==> config.mk <==
export PLATFORM = sky130hd
export DESIGN_NAME = oisc_stack_engine
export DESIGN_NICKNAME = d
export VERILOG_FILES = /design/src/rtl/oisc8_pkg.sv /design/src/rtl/oisc_stack_ram.sv /design/src/rtl/oisc_stack_engine.sv
export SDC_FILE = /design/constraint.sdc
export NUM_CORES = 1
export LEC_CHECK = 0
export BUFFER_PORTS_ARGS = -buffer_cell sky130_fd_sc_hd__buf_2
export CAP_MARGIN = 20
export CELL_PAD_IN_SITES_DETAIL_PLACEMENT = 0
export CELL_PAD_IN_SITES_GLOBAL_PLACEMENT = 1
export CORE_ASPECT_RATIO = 0.5
export CORE_UTILIZATION = 30
export CTS_CLUSTER_DIAMETER = 60
export DETAILED_ROUTE_END_ITERATION = 12
export GPL_TIMING_DRIVEN = 1
export PLACE_DENSITY = 0.57
export REMOVE_ABC_BUFFERS = 1
export SETUP_SLACK_MARGIN = 0.2
export SLEW_MARGIN = 5
export SYNTH_ARGS = -nofsm -noshare
export SYNTH_HDL_FRONTEND = slang
export SYNTH_SLANG_ARGS = --single-unit
==> constraint.sdc <==
create_clock -name clk -period 6.3 [get_ports clk]
set_input_delay 1.26 -clock clk [delete_from_list [all_inputs] [get_ports clk]]
set_output_delay 1.26 -clock clk [all_outputs]
set_load 0.05 [all_outputs]
==> src/rtl/oisc8_pkg.sv <==
// Shared OISC8 definitions: stack full-policy type and stack defaults.
package oisc8_pkg;

   typedef enum logic {
      STK_SATURATE = 1'b0,
      STK_WRAP     = 1'b1
   } stk_mode_t;

   localparam int unsigned STK_DEFAULT_DEPTH  = 16;
   localparam int unsigned STK_DEFAULT_DWIDTH = 8;

endpackage

==> src/rtl/oisc_stack_ram.sv <==
// Stack storage: DEPTH x DWIDTH register file, one sync write port,
// two async read ports. Contents are never reset.
module oisc_stack_ram #(
   parameter int unsigned DWIDTH = 8,
   parameter int unsigned DEPTH  = 16,
   localparam int unsigned AW    = $clog2(DEPTH)
) (
   input  logic              clk,
   input  logic              wr_en,
   input  logic [AW-1:0]     wr_addr,
   input  logic [DWIDTH-1:0] wr_data,
   input  logic [AW-1:0]     top_addr,
   output logic [DWIDTH-1:0] top_q,
   input  logic [AW-1:0]     peek_addr,
   output logic [DWIDTH-1:0] peek_q
);

   logic [DWIDTH-1:0] mem [DEPTH];

   always_ff @(posedge clk) begin
      if (wr_en) mem[wr_addr] <= wr_data;
   end

   assign top_q  = mem[top_addr];
   assign peek_q = mem[peek_addr];

endmodule

==> src/rtl/oisc_stack_engine.sv <==
// OISC8 hardware LIFO: ring storage with pointer/count/flag control,
// replace-top on push+pop, random-depth peek and sticky ovf/udf.
module oisc_stack_engine
   import oisc8_pkg::*;
#(
   parameter int unsigned DWIDTH = STK_DEFAULT_DWIDTH,
   parameter int unsigned DEPTH  = STK_DEFAULT_DEPTH,
   parameter stk_mode_t   MODE   = STK_SATURATE,
   localparam int unsigned AW    = $clog2(DEPTH),
   localparam int unsigned CW    = $clog2(DEPTH + 1)
) (
   input  logic              clk,
   input  logic              rst,
   input  logic              push_en,
   input  logic [DWIDTH-1:0] push_data,
   input  logic              pop_en,
   input  logic [AW-1:0]     peek_idx,
   input  logic              clr_flags,
   output logic [DWIDTH-1:0] top_data,
   output logic [DWIDTH-1:0] peek_data,
   output logic [CW-1:0]     count,
   output logic              empty,
   output logic              full,
   output logic              ovf,
   output logic              udf
);

   if (DEPTH < 2 || (DEPTH & (DEPTH - 1)) != 0) begin : g_depth_check
      $error("oisc_stack_engine: DEPTH must be a power of two and at least 2");
   end

   logic [AW-1:0]     ptr, ptr_d;
   logic [CW-1:0]     cnt_d;
   logic [AW-1:0]     top_addr, peek_addr, wr_addr;
   logic              wr_en;
   logic              ovf_set, udf_set;
   logic [DWIDTH-1:0] top_q, peek_q;

   assign empty     = (count == CW'(0));
   assign full      = (count == CW'(DEPTH));
   assign top_addr  = ptr - AW'(1);
   assign peek_addr = ptr - AW'(1) - peek_idx;

   // Next-state decode for the {push_en, pop_en} operation
   always_comb begin
      ptr_d   = ptr;
      cnt_d   = count;
      wr_en   = 1'b0;
      wr_addr = ptr;
      ovf_set = 1'b0;
      udf_set = 1'b0;
      unique case ({push_en, pop_en})
         2'b10: begin
            if (!full) begin
               wr_en = 1'b1;
               ptr_d = ptr + AW'(1);
               cnt_d = count + CW'(1);
            end else begin
               ovf_set = 1'b1;
               if (MODE == STK_WRAP) begin
                  wr_en = 1'b1;
                  ptr_d = ptr + AW'(1);
               end
            end
         end
         2'b01: begin
            if (!empty) begin
               ptr_d = ptr - AW'(1);
               cnt_d = count - CW'(1);
            end else begin
               udf_set = 1'b1;
            end
         end
         2'b11: begin
            wr_en = 1'b1;
            if (!empty) begin
               wr_addr = top_addr;
            end else begin
               // empty stack is never full, so this is a plain push
               ptr_d = ptr + AW'(1);
               cnt_d = count + CW'(1);
            end
         end
         default: ;
      endcase
   end

   // Pointer, count and sticky flags; setting a flag wins over clearing it
   always_ff @(posedge clk) begin
      if (rst) begin
         ptr   <= '0;
         count <= '0;
         ovf   <= 1'b0;
         udf   <= 1'b0;
      end else begin
         ptr   <= ptr_d;
         count <= cnt_d;
         ovf   <= ovf_set | (ovf & ~clr_flags);
         udf   <= udf_set | (udf & ~clr_flags);
      end
   end

   oisc_stack_ram #(
      .DWIDTH (DWIDTH),
      .DEPTH  (DEPTH)
   ) u_ram (
      .clk       (clk),
      .wr_en     (wr_en & ~rst),
      .wr_addr   (wr_addr),
      .wr_data   (push_data),
      .top_addr  (top_addr),
      .top_q     (top_q),
      .peek_addr (peek_addr),
      .peek_q    (peek_q)
   );

   assign top_data  = empty ? '0 : top_q;
   assign peek_data = (CW'(peek_idx) < count) ? peek_q : '0;

endmodule

## After elaboration in Yosys (flattened, before gate mapping)

Memories as Yosys holds them, arrays and structs flattened.
Cells that the tools add are included.

| storage, ports and cells | value |
|---|---|
| register bits after elaboration | 11 |
| latch bits | 0 |
| RAM bits | 128 |
| memory bits (read-only) | 0 |
| input port bits | 17 |
| output and inout port bits | 25 |
| memories | 1 |

Memory list:

| memory | depth | bits a word | rd ports | clocked after Yosys merged registers in | write ports | RTL line | source |
|---|---|---|---|---|---|---|---|
| u_ram.mem | 16 | 8 | 2 | 0 | 1 | oisc_stack_ram.sv:18 | `logic [DWIDTH-1:0] mem [DEPTH];` |

| operators by class | value |
|---|---|
| add/subtract/negate cells | 5 |
| multipliers | 0 |
| divide/modulo/power cells | 0 |
| $lt $le $gt $ge | 1 |
| equality and inequality tests | 7 |
| shift-type cells | 0 |
| muxes and demuxes | 19 |
| bitwise operators | 7 |
| reduce and logical (&&, ||, !) cells | 4 |

Operators with widths:

| cell | number |
|---|---|
| 4-bit two-way mux | 4 |
| 8-bit two-way mux | 2 |
| 5-bit two-way mux | 3 |
| 5-bit case mux with 3 select lines | 1 |
| 4-bit case mux with 3 select lines | 1 |
| 1-bit two-way mux | 7 |
| 2-bit != test, second input constant | 3 |
| 5-bit by 1-bit adder with 5-bit output, second input constant | 1 |
| 5-bit equality test, second input constant | 1 |
| 5-bit logical NOT | 1 |
| 4-bit by 5-bit less-than comparator with 1-bit output | 1 |
| 5-bit by 1-bit subtractor with 5-bit output, second input constant | 1 |
| 4-bit by 1-bit adder with 4-bit output, second input constant | 1 |
| 2-bit equality test, second input constant | 2 |
| 4-bit AND reduction | 1 |
| 4-bit by 1-bit subtractor with 4-bit output, second input constant | 1 |
| 4-bit subtractor | 1 |
| 1-bit bitwise AND | 3 |
| 3-bit AND reduction | 1 |
| 3-bit nonzero test | 1 |
| 2-bit by 1-bit equality test with 1-bit output, second input constant | 1 |
| 1-bit inverter | 2 |
| 1-bit bitwise OR | 2 |
| 1-bit case mux with 2 select lines | 1 |

## Logic depth before layout (Yosys ltp)

| depth | value |
|---|---|
| depth in word-level cells | 6 |
| mapped depth | 15 |

## By module

From an unflattened synthesis, not the netlist that was laid out.

| second synthesis, totals | value |
|---|---|
| cell total of the unflattened synthesis | 460 |
| area total of the unflattened synthesis | 7290.7 µm² |

By module, submodules not included:

| module | instances | cells an instance | area an instance (µm²) | seq. area each (µm²) |
|---|---|---|---|---|
| oisc_stack_ram | 1 | 291 | 6024.5 | 3843.7 |
| oisc_stack_engine | 1 | 169 | 1266.2 | 220.2 |

## Least setup slack after synthesis

Ideal clock, no wire load.

| path | value |
|---|---|
| kind | register to output |
| start | reg ptr[0] |
| end | out peek_data[5] |
| arrival | 4.684 ns |
| data required time | 5.040 ns |
| setup slack | 0.356 ns |
| cell stages (with the launch flop) | 15 |
| buffers on the path | 7 |
| cells stage by stage | dfxtp_1 > buf_6 > buf_4 > buf_2 > inv_1 > ha_1 > xor2_1 > clkbuf_1 > clkbuf_1 > ha_1 > xor2_1 > clkbuf_1 > buf_2 > a2111oi_0 > a211oi_1 |

| on the way | value |
|---|---|
| longest elaborated chain between the ends | 4 |

Ends and longest elaborated chain:

| what | RTL line | source |
|---|---|---|
| start, declared | oisc_stack_engine.sv:32 | `logic [AW-1:0] ptr, ptr_d;` |
| start signal, assigned | oisc_stack_engine.sv:96 | `ptr <= ptr_d;` |
| 4-bit by 1-bit subtractor with 4-bit output | oisc_stack_engine.sv:42 | `assign peek_addr = ptr - AW'(1) - peek_idx;` |
| 4-bit subtractor | oisc_stack_engine.sv:42 |  |
| memory read 16 x 8 bit | n/a |  |
| 8-bit two-way mux | oisc_stack_engine.sv:118 | `assign peek_data = (CW'(peek_idx) < count) ? peek_q : '0;` |
| end, declared | oisc_stack_engine.sv:20 | `output logic [DWIDTH-1:0] peek_data,` |

Every way passes these cells.

## Worst setup path after layout

| path | value |
|---|---|
| start | reg ptr[1] |
| end | out peek_data[4] |

Same word-level chain as after synthesis.

==> out/qor.yml <==
place:
  gp_congestion: 0.748
  dp_hpwl_mm: 12.1
  io_buffer_count: 41
hold_path:
  hold_path.class: "flop to flop"
  min_path_cells: 2
drt:
  totalWireLength_mm: 18.8
  drt-met1-wl_mm: 9.01
  num_vias: 4325
  drtIter0Drc: 429
  ant_nets: 0
  wl_per_cell_um: 23.1
  first_pass_iters: 9
  met2_length_mm: 8.64
  highest_layer: "met4"
  avgViaCountPerCell: 5.33
  met3_length_mm: 1.00
  drc: 3
sta:
  finClkSkew_ps: 9.99
  drv_slew: 0
  tightest_slew_ps: 1100
  post-route-min-period_ps: 5350
  rsz0062_at_grt: "false"
  clock.fmax_ghz: 0.187
  slew_headroom: 0.261
  finalSetupViolations: 0
  hold_viol: 0
  timing.final.crit_share: 0.849
clock_network:
  cts.clk_slew.worst_paths_ps: 60
  root_buffer: "clkbuf_16"
  htreeDepth: 4
  clk_latency_ps: 430
  cts_tree: "built"
  clock_sinks: 139
  ctsHoldBuffers: 0
  cts_max_path_buffers: 2
  cts_made_buffers: 17
  cts_resized: 0
  cts_setup_buffers: 0
cells_and_area:
  nets: 522
  fillerInstances: 2197
  syn2layout_area_growth_pct: 16.9
  multi_input_area_um2: 2940
  regArea_um2: 4070
  final_util: 0.363
  diodes: 0
  drive_above_1_share: 0.329
yosys:
  synth_area_leaders: "edfxtp_1 (54%), mux4_2 (19%), dfxtp_1 (3.1%)"
  synthCells: 440
  yosys.area.top_type: "edfxtp_1"
  ys_types: 55
  synthArstFlopShare: 0
  syn_avg_cell_area_um2: 16.3
  ys.flop_type: "edfxtp_1"
  ys_warn_count: 0
  synth_edf_count: 128
  syn-cell-area_um2: 7180
  synthTopCellsByCount: "edfxtp_1 (128), mux4_2 (61), nor2_1 (26), a211oi_1 (22), mux2i_1 (16)"
  ys_seq_area_frac: 0.566
  synth_top_area_frac: 0.536
  synth_seq_cells: 139
  yosysMostFrequentCell: "edfxtp_1"
die:
  initial_utilization: 0.310
  dieHeight_um: 111
  pin_count: 42
  dieArea_um2: 24600
  row_count: 39
  fp.dieW_um: 221
  core_um2: 23100
worst_setup_path:
  worst_ep_required_time_ps: 5040
  crit_fanout: 18
  reg2regPathDepth: 7
  worst-r2r-setup-slack_ps: 2940
  startpoint_type: "flop"
  criticalPathCategory: "flop to primary output"
  worstPathArrival_ps: 4090
  end_kind: "primary output"
global_routing:
  grt_max_degree: 37
  grt_pass1_vias: 4323
  grt_antenna_before_repair: 0
  grt_pass1_wl_mm: 27.9
  grt.total_usage: 0.160
  grt-ovfl-total: 0
run:
  cap_violations: 0
status:
  violations: "DRC"
  status: "finished with violations"
[layer usage]
layer,up-vias,GRT usage
met5,-,0
met4,0,0.0397
met3,10,0.0377
met2,133,0.241
met1,2256,0.233
li1,1926,-
[cell type report]
type / count / share of cell area
flip-flops and latches: 139 / 0.485
multi-input cells: 260 / 0.350
clock buffers: 18 / 0.0512
well taps: 307 / 0.0458
clock inverters: 14 / 0.0161
inverters: 14 / 0.00626
repair buffers: 60 / 0.0458
[cells in the final DEF, fill, tap and decap left out, types with 7 or more instances in the layout]
| cell | instances |
|---|---|
| mux4_2 | 61 |
| mux2i_1 | 16 |
| edfxtp_1 | 128 |
| nand3_1 | 7 |
| a21oi_1 | 8 |
| and2_1 | 7 |
| nor2_1 | 26 |
| dfxtp_1 | 10 |
| a211oi_1 | 22 |
| a2111oi_0 | 8 |
| inv_1 | 11 |
| nor2b_1 | 14 |
| xnor2_1 | 7 |
| o21ai_0 | 9 |
| nand2_1 | 10 |
| ha_1 | 10 |
| buf_2 | 41 |
| clkbuf_16 | 17 |
| buf_4 | 14 |
[through the flow]
stage                     worst slack, ps  std cells  hold slack [ps]  setup TNS [ps]  instance area, µm²
after floorplan                     -1050        413              638           -8380                7030
after global placement               1360        776              490               0                7780
after detailed placement             1310        777              501               0                7790
after CTS                             923        809              518               0                8360
after global routing                  667        812              557               0                8390
final                                 950        812              506               0                8390
[final timing paths]
check / from / endpoint
worst max-delay path: ptr[1]$_SDFFE_PP0P_ / peek_data[4]
worst min-delay path: ovf$_SDFF_PP0_ / ovf$_SDFF_PP0_
worst max register to register: ptr[1]$_SDFFE_PP0P_ / u_ram.mem[9][7]$_DFFE_PP_
worst min register to register: ovf$_SDFF_PP0_ / ovf$_SDFF_PP0_
[flip-flops by register name, indices dropped and copies added (netlist names)]
signal and flops:
u_ram.mem 128, count 5, ptr 4, ovf 1, udf 1
[critical path, stage by stage, from the launching register on]
cell and delay, ps:
dfxtp_1 490, inv_1 140, ha_1 320, buf_4 300, clkinv_1 320, ha_1 350, nor2b_1 120, o21ai_0 210
a21oi_1 100, buf_4 200, or2_1 460, a211oi_1 330, buf_2 310
[cells by family after synthesis]
| kind of cell | after synthesis | synth area share |
|---|---|---|
| AOI/OAI and AO/OA | 69 | 0.0715 |
| DFF | 139 | 0.566 |
| buffers and inverters | 41 | 0.0275 |
| muxes | 83 | 0.231 |
| and+or+nand+nor | 84 | 0.0635 |
| adders and majority gates | 13 | 0.0248 |
| xor gates and xnor gates | 11 | 0.0153 |
Power is left out: the tool's default activity adds up to more than one toggle a clock period on the data nets, which glitch-free logic cannot reach.
